==> src/rtl/pipe_adder.sv <==
// Pipelined WIDTH-bit add/subtract with ARM-style NZCV flags and a sideband tag.
// One carry-chained segment per stage; a single global stall freezes every stage.
module pipe_adder #(
    parameter int WIDTH    = 64,
    parameter int SEGMENTS = 4,
    parameter int TAG_W    = 5
) (
    input  logic             clk,
    input  logic             reset_n,
    input  logic             in_valid,
    output logic             in_ready,
    input  logic [WIDTH-1:0] a_in,
    input  logic [WIDTH-1:0] b_in,
    input  logic             sub_in,
    input  logic [TAG_W-1:0] tag_in,
    output logic             out_valid,
    input  logic             out_ready,
    output logic [WIDTH-1:0] add_out,
    output logic [3:0]       flags_out,
    output logic [TAG_W-1:0] tag_out
);
    localparam int SW = (SEGMENTS > 0) ? WIDTH / SEGMENTS : WIDTH;

    if (SEGMENTS < 1) begin : g_bad_segments
        $error("pipe_adder: SEGMENTS must be at least 1");
    end else if ((WIDTH % SEGMENTS) != 0) begin : g_bad_split
        $error("pipe_adder: SEGMENTS must divide WIDTH exactly");
    end

    logic advance;
    assign advance  = !out_valid || out_ready;
    assign in_ready = advance;

    for (genvar k = 0; k < SEGMENTS; k++) begin : g_stage
        // Operand bits not yet consumed: this stage's slice sits in the low SW bits.
        localparam int OW = WIDTH - k * SW;

        logic [OW-1:0]         a_src;
        logic [OW-1:0]         b_src;
        logic                  c_src;
        logic                  z_src;
        logic                  v_src;
        logic [TAG_W-1:0]      t_src;
        logic [SW:0]           seg;
        logic                  v_q;
        logic [TAG_W-1:0]      t_q;
        logic [(k+1)*SW-1:0]   s_q;

        assign seg = {1'b0, a_src[SW-1:0]} + {1'b0, b_src[SW-1:0]} + {{SW{1'b0}}, c_src};

        if (k == 0) begin : g_src
            assign a_src = a_in;
            assign b_src = sub_in ? ~b_in : b_in;
            assign c_src = sub_in;
            assign z_src = 1'b1;
            assign v_src = in_valid;
            assign t_src = tag_in;

            always_ff @(posedge clk or negedge reset_n) begin
                if (!reset_n)
                    s_q <= '0;
                else if (advance)
                    s_q <= seg[SW-1:0];
            end
        end else begin : g_src
            assign a_src = g_stage[k-1].g_mid.a_q;
            assign b_src = g_stage[k-1].g_mid.b_q;
            assign c_src = g_stage[k-1].g_mid.c_q;
            assign z_src = g_stage[k-1].g_mid.z_q;
            assign v_src = g_stage[k-1].v_q;
            assign t_src = g_stage[k-1].t_q;

            always_ff @(posedge clk or negedge reset_n) begin
                if (!reset_n)
                    s_q <= '0;
                else if (advance)
                    s_q <= {seg[SW-1:0], g_stage[k-1].s_q};
            end
        end

        always_ff @(posedge clk or negedge reset_n) begin
            if (!reset_n) begin
                v_q <= 1'b0;
                t_q <= '0;
            end else if (advance) begin
                v_q <= v_src;
                t_q <= t_src;
            end
        end

        if (k < SEGMENTS - 1) begin : g_mid
            logic [OW-SW-1:0] a_q;
            logic [OW-SW-1:0] b_q;
            logic             c_q;
            logic             z_q;

            // Zero is accumulated slice by slice to avoid a full-width reduction.
            always_ff @(posedge clk or negedge reset_n) begin
                if (!reset_n) begin
                    a_q <= '0;
                    b_q <= '0;
                    c_q <= 1'b0;
                    z_q <= 1'b0;
                end else if (advance) begin
                    a_q <= a_src[OW-1:SW];
                    b_q <= b_src[OW-1:SW];
                    c_q <= seg[SW];
                    z_q <= z_src && (seg[SW-1:0] == '0);
                end
            end
        end else begin : g_last
            logic [3:0] f_q;

            always_ff @(posedge clk or negedge reset_n) begin
                if (!reset_n)
                    f_q <= 4'b0000;
                else if (advance)
                    f_q <= {seg[SW-1],
                            z_src && (seg[SW-1:0] == '0),
                            seg[SW],
                            (a_src[OW-1] == b_src[OW-1]) && (seg[SW-1] != a_src[OW-1])};
            end
        end
    end

    assign out_valid = g_stage[SEGMENTS-1].v_q;
    assign add_out   = g_stage[SEGMENTS-1].s_q;
    assign flags_out = g_stage[SEGMENTS-1].g_last.f_q;
    assign tag_out   = g_stage[SEGMENTS-1].t_q;

endmodule

==> config.mk <==
export PLATFORM = sky130hd
export DESIGN_NAME = pipe_adder
export DESIGN_NICKNAME = d
export VERILOG_FILES = /design/src/rtl/pipe_adder.sv
export SDC_FILE = /design/constraint.sdc
export NUM_CORES = 1
export LEC_CHECK = 0
export ABC_CLOCK_PERIOD_IN_PS = 7100
export BUFFER_PORTS_ARGS = -buffer_cell sky130_fd_sc_hd__buf_2
export CAP_MARGIN = 20
export CORE_ASPECT_RATIO = 1.2
export CORE_UTILIZATION = 45
export DETAILED_ROUTE_END_ITERATION = 16
export PLACE_DENSITY_LB_ADDON = 0.15
export RECOVER_POWER = 25
export SETUP_SLACK_MARGIN = 0.15
export SLEW_MARGIN = 15
export SYNTH_ARGS = -nofsm -noshare
export SYNTH_HDL_FRONTEND = slang
export SYNTH_SLANG_ARGS = --single-unit
==> constraint.sdc <==
create_clock -name clk -period 7.1 [get_ports clk]
set_input_delay 0.355 -clock clk [delete_from_list [all_inputs] [get_ports clk]]
set_output_delay 0.355 -clock clk [all_outputs]
set_load 0.005 [all_outputs]
[Word level (Yosys, flattened, before mapping)]
Cells that the tools add are included.
Word-level totals
  output and inout bits: 75
  logic and storage cells: 47
  flip-flop bits (word level): 386
Operators by class
  equal/unequal tests: 2
  reduce and logical (&&, ||, !) cells: 10
  multiplexer cells: 1
  bitwise operators: 1
  add/sub/neg operators: 8
Operators with widths (number)
  adder 16 x 16 -> 17 bit: 4
  adder 17 x 1 -> 17 bit: 4
  logical NOT 16 bit: 4
  2-to-1 mux 64 bit: 1
  inverter 64 bit: 1
  logical AND 1 bit: 4
  == test 1 bit: 1
  logical NOT 1 bit: 1
  logical OR 1 bit: 1
  != test 1 bit: 1

[Longest topological paths before layout]
Gate-level depths: netlist of run 1.
  depth after elaboration: 5
  mapped depth: 12

[Least setup slack after synthesis of run 1]
No wires, ideal clock.
  kind: in2reg
  start point: input sub_in
  end point: register g_stage[0].g_mid.z_q
  setup time: 0.104 ns
  stages on the path: 11
  arrival: 3.197 ns
  path buffers: 2
  path slack: 3.799 ns
  data required time: 6.996 ns
  cell sequence: buf_6 > clkbuf_1 > xor2_1 > fa_1 > a21oi_2 > o211ai_2 > o41ai_1 > xor2_1 > nand4_1 > or4b_1 > o41ai_2
On the way
  word-level cells in the longest chain between the ends: 4
Ends and longest elaborated chain
  start: declaration: line 14  | input logic sub_in,
  2-to-1 mux 64 bit: line 53  | assign b_src = sub_in ? ~b_in : b_in;
  adder 16 x 16 -> 17 bit: line 49  | assign seg = {1'b0, a_src[SW-1:0]} + {1'b0, b_src[SW-1:0]} + {{SW{1'b0}}, c_src};
  adder 17 x 1 -> 17 bit *: line 49
  logical NOT 16 bit *: line 108  | z_q <= z_src && (seg[SW-1:0] == '0);
  end signal: assignment: line 108
  end: declaration: line 95  | logic z_q;
Every way passes the cells marked *; elsewhere a longest branch is shown, timed or not.
A chain may end at the register's enable or synchronous reset.

[Worst setup path after layout of run 1]
  start point: register g_stage[3].v_q (netlist: out_valid)
  end point: register g_stage[0].g_mid.b_q[1]
On the way
  word-level cells in the longest chain between the ends: 2
Ends and longest elaborated chain
  start: declaration: line 45  | logic v_q;
  start signal: assignment: line 86  | v_q <= v_src;
  logical NOT 1 bit: line 31  | assign advance = !out_valid || out_ready;
  logical OR 1 bit: line 31
  end signal: assignment: line 106  | b_q <= b_src[OW-1:SW];
  end: declaration: line 93  | logic [OW-SW-1:0] b_q;
Every way passes these cells.

==> results of run 1 <==
==> sequential cells by signal, summed over array words and instances (netlist names) <==
name               flops
add_out               64
flags_out              3
g_stage.g_mid.a_q     96
g_stage.g_mid.b_q     96
g_stage.g_mid.c_q      3
g_stage.g_mid.z_q      3
g_stage.s_q           96
g_stage.t_q           15
g_stage.v_q            3
out_valid              1
tag_out                5
==> cells in the final DEF, fill, tap and decap left out, types with 5 or more instances in the layout <==
cell and instances:
nand2_1 953, dfrtp_1 385, buf_2 165, o21ai_0 99
xnor2_1 68, ha_1 60, clkbuf_1 58, a21oi_1 43
clkbuf_16 43, nor2_1 40, xor2_1 39, a21o_1 23
nand3_1 22, dlygate4sd3_1 22, nor3_1 16, inv_1 14
o21ai_1 14, a211oi_1 13, buf_4 11, o211ai_1 9
o21bai_1 9, clkbuf_8 9, or3_1 8, mux2_2 8
nand4_1 8, nor2b_1 7, o21a_1 7, fa_1 7
nand2b_1 6, and3_1 5, nor4_1 5, a31oi_1 5
==> layout make-up <==
cell class                 instances  area (µm²)  share of cell area (%)
multi-input combinational       1527        7826                   37.43
sequential                       385        9634                   46.08
antenna                            1       2.502                 0.01197
tap                              526       658.1                   3.148
clock inverter                    10       137.6                  0.6582
inverter                          15       63.81                  0.3052
timing repair buffer             247        1345                   6.433
clock buffer                      63        1241                   5.936
==> cell usage after synthesis, types with 3 or more instances <==
cell type / n
nand2_1: 953
dfrtp_1: 385
o21ai_0: 99
clkbuf_1: 87
xnor2_1: 68
ha_1: 60
a21oi_1: 43
nor2_1: 40
xor2_1: 39
a21o_1: 23
nand3_1: 22
nor3_1: 16
inv_1: 14
o21ai_1: 14
a211oi_1: 13
buf_1: 10
o211ai_1: 9
o21bai_1: 9
mux2_2: 8
nand4_1: 8
or3_1: 8
fa_1: 7
nor2b_1: 7
o21a_1: 7
nand2b_1: 6
a31oi_1: 5
and3_1: 5
nor4_1: 5
o2111ai_1: 4
o31ai_1: 4
and4_1: 3
nor4b_1: 3
o311a_1: 3
o41ai_1: 3
or4b_1: 3
==> what timing repair did <==
item                                   in CTS  in global routing
setup endpoints to repair                   0                  0
endpoints found under the hold margin      83                  0
hold buffers                               22                  0
==> metrics by stage <==
step           total power [W]  hold WS [ps]  setup WS [ps]  area [µm²]
2_1_floorplan         0.006365         59.41           3799       17900
3_3_place_gp          0.007387         322.5           3764       19370
3_5_place_dp          0.007498         318.4           3665       19370
4_1_cts               0.009737         1.574           3656       20970
5_1_grt                0.01043         6.554           2421       20910
6_report              0.009602         20.01           3100       20910
==> worst max-delay path, cell delays in order (launching register included) <==
cell	delay, ps
dfrtp_1	330
nor2b_1	1050
clkbuf_1	1320
buf_4	840
o21ai_0	230
==> report_power, final <==
group | total [W] | leakage, nW | switching [W] | internal (W)
logic | 0.00372 | 5.25 | 0.00225 | 0.00147
registers | 0.00370 | 4.66 | 0.000537 | 0.00317
clock network | 0.00218 | 0.676 | 0.000864 | 0.00132
total | 0.00960 | 10.6 | 0.00365 | 0.00595
==> layer usage <==
| layer | share of wire [%] | up-vias | GRT usage [%] |
|---|---|---|---|
| li1 | - | 6969 | - |
| met1 | 47 | 6417 | 27.55 |
| met2 | 46 | 302 | 32.18 |
| met3 | 4.3 | 71 | 2.880 |
| met4 | 2.8 | 0 | 6.639 |
| met5 | 0 | - | 0 |
==> how the worst max path moves through the flow <==
stage                                        from                  endpoint  slack [ps]  cells after the start
after floorplan                            sub_in      g_stage[0].g_mid.z_q        3800                     11
after global placement    g_stage[2].g_mid.a_q[0]              flags_out[2]        3760                     10
after detailed placement  g_stage[2].g_mid.a_q[0]              flags_out[2]        3660                     10
after CTS                 g_stage[2].g_mid.a_q[0]              flags_out[2]        3660                     10
after global routing                      reset_n  g_stage[0].g_mid.a_q[37]        2420                      3
final                                   out_valid   g_stage[0].g_mid.b_q[1]        3100                      4
==> cell families after synthesis <==
logic type,count (synthesis)
mux,11
compound gates,254
fa+ha+maj,67
flops,385
buf+inv,114
simple gates,1088
xor+xnor,107
==> flow_summary_export.csv, run 1 <==
group,metric,value,unit
synthesis,synth-seq-cells,385,
floorplanning,ioPinCount,213,
route,wl_per_cell,14.29,µm
placed_design,dp_hpwl,26.80,mm
setup_path,critPathRequiredTime,7470,ps
placed_design,gp_congestion,0.8601,
clock_network,cts_resized,0,
synthesis,async_reset_ff_share,100.0,%
synthesis,synth_fa_ha_area_share,4.977,%
placed_design,numPortBuffers,212,
power,p_leak,10.59,nW
timing,timing.setup.tns,0,ps
synthesis,yosys_warnings,0,
synthesis,yosysTopAreaCell,"dfrtp_1",
outcome,status,"complete, but fails checks",
route,wl,39.65,mm
global_route,grt.total_usage,19.91,%
synthesis,synthMuxAreaShare,0.6920,%
worst_hold_path,hp-start,"a_in[25]",
cells_and_area,finalNetCount,2423,
synthesis,yosysUniqueCellTypes,63,
timing,fin_skew,13.49,ps
clock_network,cts_buffers,42,
cells_and_area,final_cells,2774,
clock_network,postCtsSetupRepairBufs,0,
setup_path,reg2reg_from,"out_valid",
clock_network,clk_pin_slew,60,ps
synthesis,syn_area,0.01790,mm²
route,dr.pass1.iters,5,
route,first_iter_violations,844,
setup_path,rrSetupSlack,3100,ps
floorplanning,die_height,220.5,µm
power,p_per_area,459.3,mW/mm²
run,maxCapViolCount,2,
synthesis,synth_compound_area_share,8.738,%
setup_path,r2r_end,"g_stage[0].g_mid.b_q[1]",
setup_path,startpoint_type,"register",
cells_and_area,area_growth,16.81,%
timing,final_max_slew_viol_count,106,
synthesis,synth_nets,2231,
cells_and_area,fillers,3761,
synthesis,syn_area_per_cell,8.835,µm²
clock_network,clock_latency,540,ps
floorplanning,coreArea,0.03894,mm²
synthesis,synth_cells,2026,
synthesis,yosys.area_share.xor_xnor,5.236,%
setup_path,worstSetupPathType,"register to register",
timing,fin_crit,4000,ps
clock_network,cts_root_buf,"clkbuf_16",
synthesis,synth_top_area_share,53.82,%
worst_hold_path,min_to,"g_stage[0].g_mid.a_q[9]",
cells_and_area,final_util,53.69,%
timing,rsz0062_at_grt,"no",
outcome,failed_checks,"max-capacitance violations, max-slew violations",
route,vias,13760,
worst_hold_path,min_path_type,"input port to register",
floorplanning,initial_core_util,45.96,%
setup_path,cp.arrival,4370,ps
timing,max_freq,0.2500,GHz
clock_network,tritoncts,"built",
global_route,grt_max_degree,175,
synthesis,synth_ff_type,"dfrtp_1",
timing,hold_violations,0,
synthesis,yosysSeqAreaShare,53.82,%
route,postRouteAntennaNets,0,
global_route,grt_pass1_vias,13370,
cells_and_area,drive_above_1_share,11.44,%
floorplanning,die_x,184.1,µm
timing,worst_pin_slew,3515,ps
synthesis,synth_simple_gate_area_share,24.08,%
placed_design,place_inst,2677,
global_route,overflow,0,
synthesis,yosys-top-cells-area,"dfrtp_1 (54%), nand2_1 (20%), ha_1 (4.2%)",
synthesis,synth_edf_count,0,
worst_hold_path,whs_path_depth,3,
timing,max-slew-margin-rel,-134.3,%
floorplanning,rows,79,
global_route,antenna_found_initial,1,
setup_path,rr_worst_depth,4,
route,avgViaCountPerCell,4.960,
setup_path,cp_max_fo,91,
clock_network,h-tree-depth,2,
floorplanning,die-area,0.04058,mm²
clock_network,clockBufferDepth,3,
power,peakVddDrop,0.2305,mV
timing,min_period_over_period,56.34,%
timing,setup_violations,0,
setup_path,cp-end-kind,"register",
synthesis,synth_top_family_by_area,"simple AND/OR/NAND/NOR gates",
route,drc_errors,0,
global_route,grt_first_pass_wirelength,65.93,mm
clock_network,clock_sinks,385,
(Power assumes the default switching activity.)
==> run 2: changes to the inputs <==
Settings changed: ABC_CLOCK_PERIOD_IN_PS 7100 to 3400.
Clock period 7.1 ns to 3.4 ns, I/O delays scaled along.
==> flow_summary_export.csv, run 2 (synthesis results as in run 1) <==
group,metric,value,unit
global_route,grt_pass1_vias,13950,
setup_path,cp_slowest_cell,"or4b_1",
power,sw_frac_of_total,38.07,%
floorplanning,die_height,220.5,µm
route,highest_layer,"met4",
cells_and_area,fillers,3590,
floorplanning,die_x,184.1,µm
setup_path,rrSetupSlack,260,ps
global_route,grt_max_degree,169,
power,p_leak,11.17,nW
cells_and_area,final_util,56.40,%
power,intPower,0.01264,W
clock_network,h-tree-depth,2,
timing,final_max_slew_viol_count,71,
power,p_per_area,929.6,mW/mm²
floorplanning,initial_core_util,45.96,%
clock_network,clock_sinks,385,
setup_path,rr_worst_depth,10,
timing,timing.setup.tns,0,ps
power,seq_power_share,37.9,%
global_route,overflow,0,
cells_and_area,finalNetCount,2517,
timing,min_period_over_period,92.31,%
cells_and_area,antenna_cells,0,
floorplanning,die-area,0.04058,mm²
floorplanning,rows,79,
worst_hold_path,min_path_type,"input port to register",
run,maxCapViolCount,1,
clock_network,clockBufferDepth,3,
power,p_switching,0.007773,W
global_route,grt_first_pass_wirelength,69.01,mm
route,wl_per_cell,14.48,µm
setup_path,cp_slowest_stage_delay,550,ps
placed_design,numPortBuffers,212,
route,vias,14160,
global_route,antenna_found_initial,0,
route,first_iter_violations,924,
placed_design,dp_hpwl,27.65,mm
floorplanning,ioPinCount,213,
route,wl_met3,1.493,mm
route,drc_errors,0,
timing,max-slew-margin-rel,-28.36,%
floorplanning,coreArea,0.03894,mm²
clock_network,clk_pin_slew,60,ps
setup_path,path_common_cell,"fa_2",
worst_hold_path,whs_path_depth,3,
power,power.clock.fraction,22.1,%
route,dr.pass1.iters,5,
power,combPwrFrac,40.0,%
timing,hold_violations,0,
setup_path,critPathRequiredTime,3850,ps
placed_design,place_inst,2687,
timing,rsz0062_at_grt,"yes",
route,wl,41.53,mm
timing,setup_slack,261.4,ps
setup_path,worstSetupPathType,"register to register",
route,routedLengthMet1,19.30,mm
clock_network,cts_root_buf,"clkbuf_16",
cells_and_area,top_regs,"g_stage.g_mid.a_q (96), g_stage.g_mid.b_q (96), g_stage.s_q (96)",
timing,setup_violations,0,
outcome,status,"complete, but fails checks",
outcome,failed_checks,"max-capacitance violations, max-slew violations",
global_route,grt.total_usage,21.01,%
cells_and_area,fin_area,0.02196,mm²
route,avgViaCountPerCell,4.939,
cells_and_area,drive_above_1_share,14.10,%
placed_design,gp_congestion,0.8726,
placed_design,placed_area,0.01949,mm²
placed_design,post-place-ws,-72.65,ps
cells_and_area,final_cells,2867,
timing,worst_pin_slew,1925,ps
clock_network,clock_latency,540,ps
setup_path,cp_max_fo,3,
cells_and_area,area_growth,22.70,%
timing,fin_crit,3139,ps
clock_network,cts_buffers,40,
power,peakVddDrop,0.4144,mV
setup_path,cp.arrival,3590,ps
setup_path,path_cells,"fa_2, fa_2, a211oi_4, o21bai_1, a211oi_2, a21oi_1, or4b_1, nor4b_2, nand4_1, o31ai_1",
setup_path,startpoint_type,"register",
cells_and_area,final_common_cell,"nand2_1",
timing,max_freq,0.3186,GHz
clock_network,tritoncts,"built",
cells_and_area,layout_common_cells,"nand2_1 (953), dfrtp_1 (385), buf_2 (210), dlygate4sd3_1 (107), o21ai_0 (99)",
setup_path,cp-end-kind,"register",
timing,fin_skew,15.17,ps
route,route.met2.wl,19.69,mm
route,postRouteAntennaNets,0,
[run 2: per-layer routing]
metal / global-route usage, % / vias to the layer above
met2: 34.85 / 259
met5: 0 / -
met4: 6.944 / 0
met1: 28.30 / 6694
met3: 3.111 / 61
li1: - / 7147
[run 2: layout make-up]
| class | instances | area (µm²) | share of cell area, % |
|---|---|---|---|
| Multi-Input combinational cell | 1527 | 7876 | 35.86 |
| Clock buffer | 52 | 1147 | 5.224 |
| Timing Repair Buffer | 343 | 2372 | 10.80 |
| Clock inverter | 19 | 211.5 | 0.9627 |
| Inverter | 15 | 63.81 | 0.2905 |
| Sequential cell | 385 | 9634 | 43.86 |
| Tap cell | 526 | 658.1 | 2.996 |
[run 2: through the flow]
| step | total power [W] | hold WS, ps |
|---|---|---|
| 6_report | 0.02042 | 50.83 |
| 5_1_grt | 0.02213 | 62.02 |
| 4_1_cts | 0.02054 | 28.42 |
| 3_5_place_dp | 0.01579 | 189.8 |
| 3_3_place_gp | 0.01554 | 186.8 |
| 2_1_floorplan | 0.01329 | -125.6 |
[run 2: worst paths after layout]
| kind | startpoint | endpoint |
|---|---|---|
| setup / recovery | g_stage[2].g_mid.c_q | flags_out[2] |
| hold / removal | a_in[0] | g_stage[0].s_q[0] |
| setup reg to reg | g_stage[2].g_mid.c_q | flags_out[2] |
| hold reg to reg | g_stage[2].s_q[2] | add_out[2] |
| max in group asynchronous | reset_n | g_stage[0].g_mid.a_q[12] |
| min in group asynchronous | reset_n | add_out[14] |
[run 2: power by group through the flow]
stage / logic [W] / clock network, W / registers [W]
global route: 0.00932 / 0.00482 / 0.00800
finish: 0.00817 / 0.00451 / 0.00774
CTS: 0.00815 / 0.00463 / 0.00776
detailed placement: 0.00796 / 0 / 0.00782
floorplan: 0.00574 / 0 / 0.00755
global placement: 0.00779 / 0 / 0.00775
[run 2: repair_timing]
action,4_1_cts,5_1_grt
endpoints found under the setup margin,1,4
hold buffers,107,0
pin swaps,0,6
gates resized for setup,4,5
buffers inserted,0,2
hold endpoints to repair,175,0
[run 2: worst max-delay path, delay by kind of cell, from the launching register on]
| kind | cells | cell delay, ps |
|---|---|---|
| adders and majority gates | 2 | 840 |
| DFF | 1 | 400 |
| AOI/OAI and AO/OA | 5 | 840 |
| and+or+nand+nor | 3 | 970 |
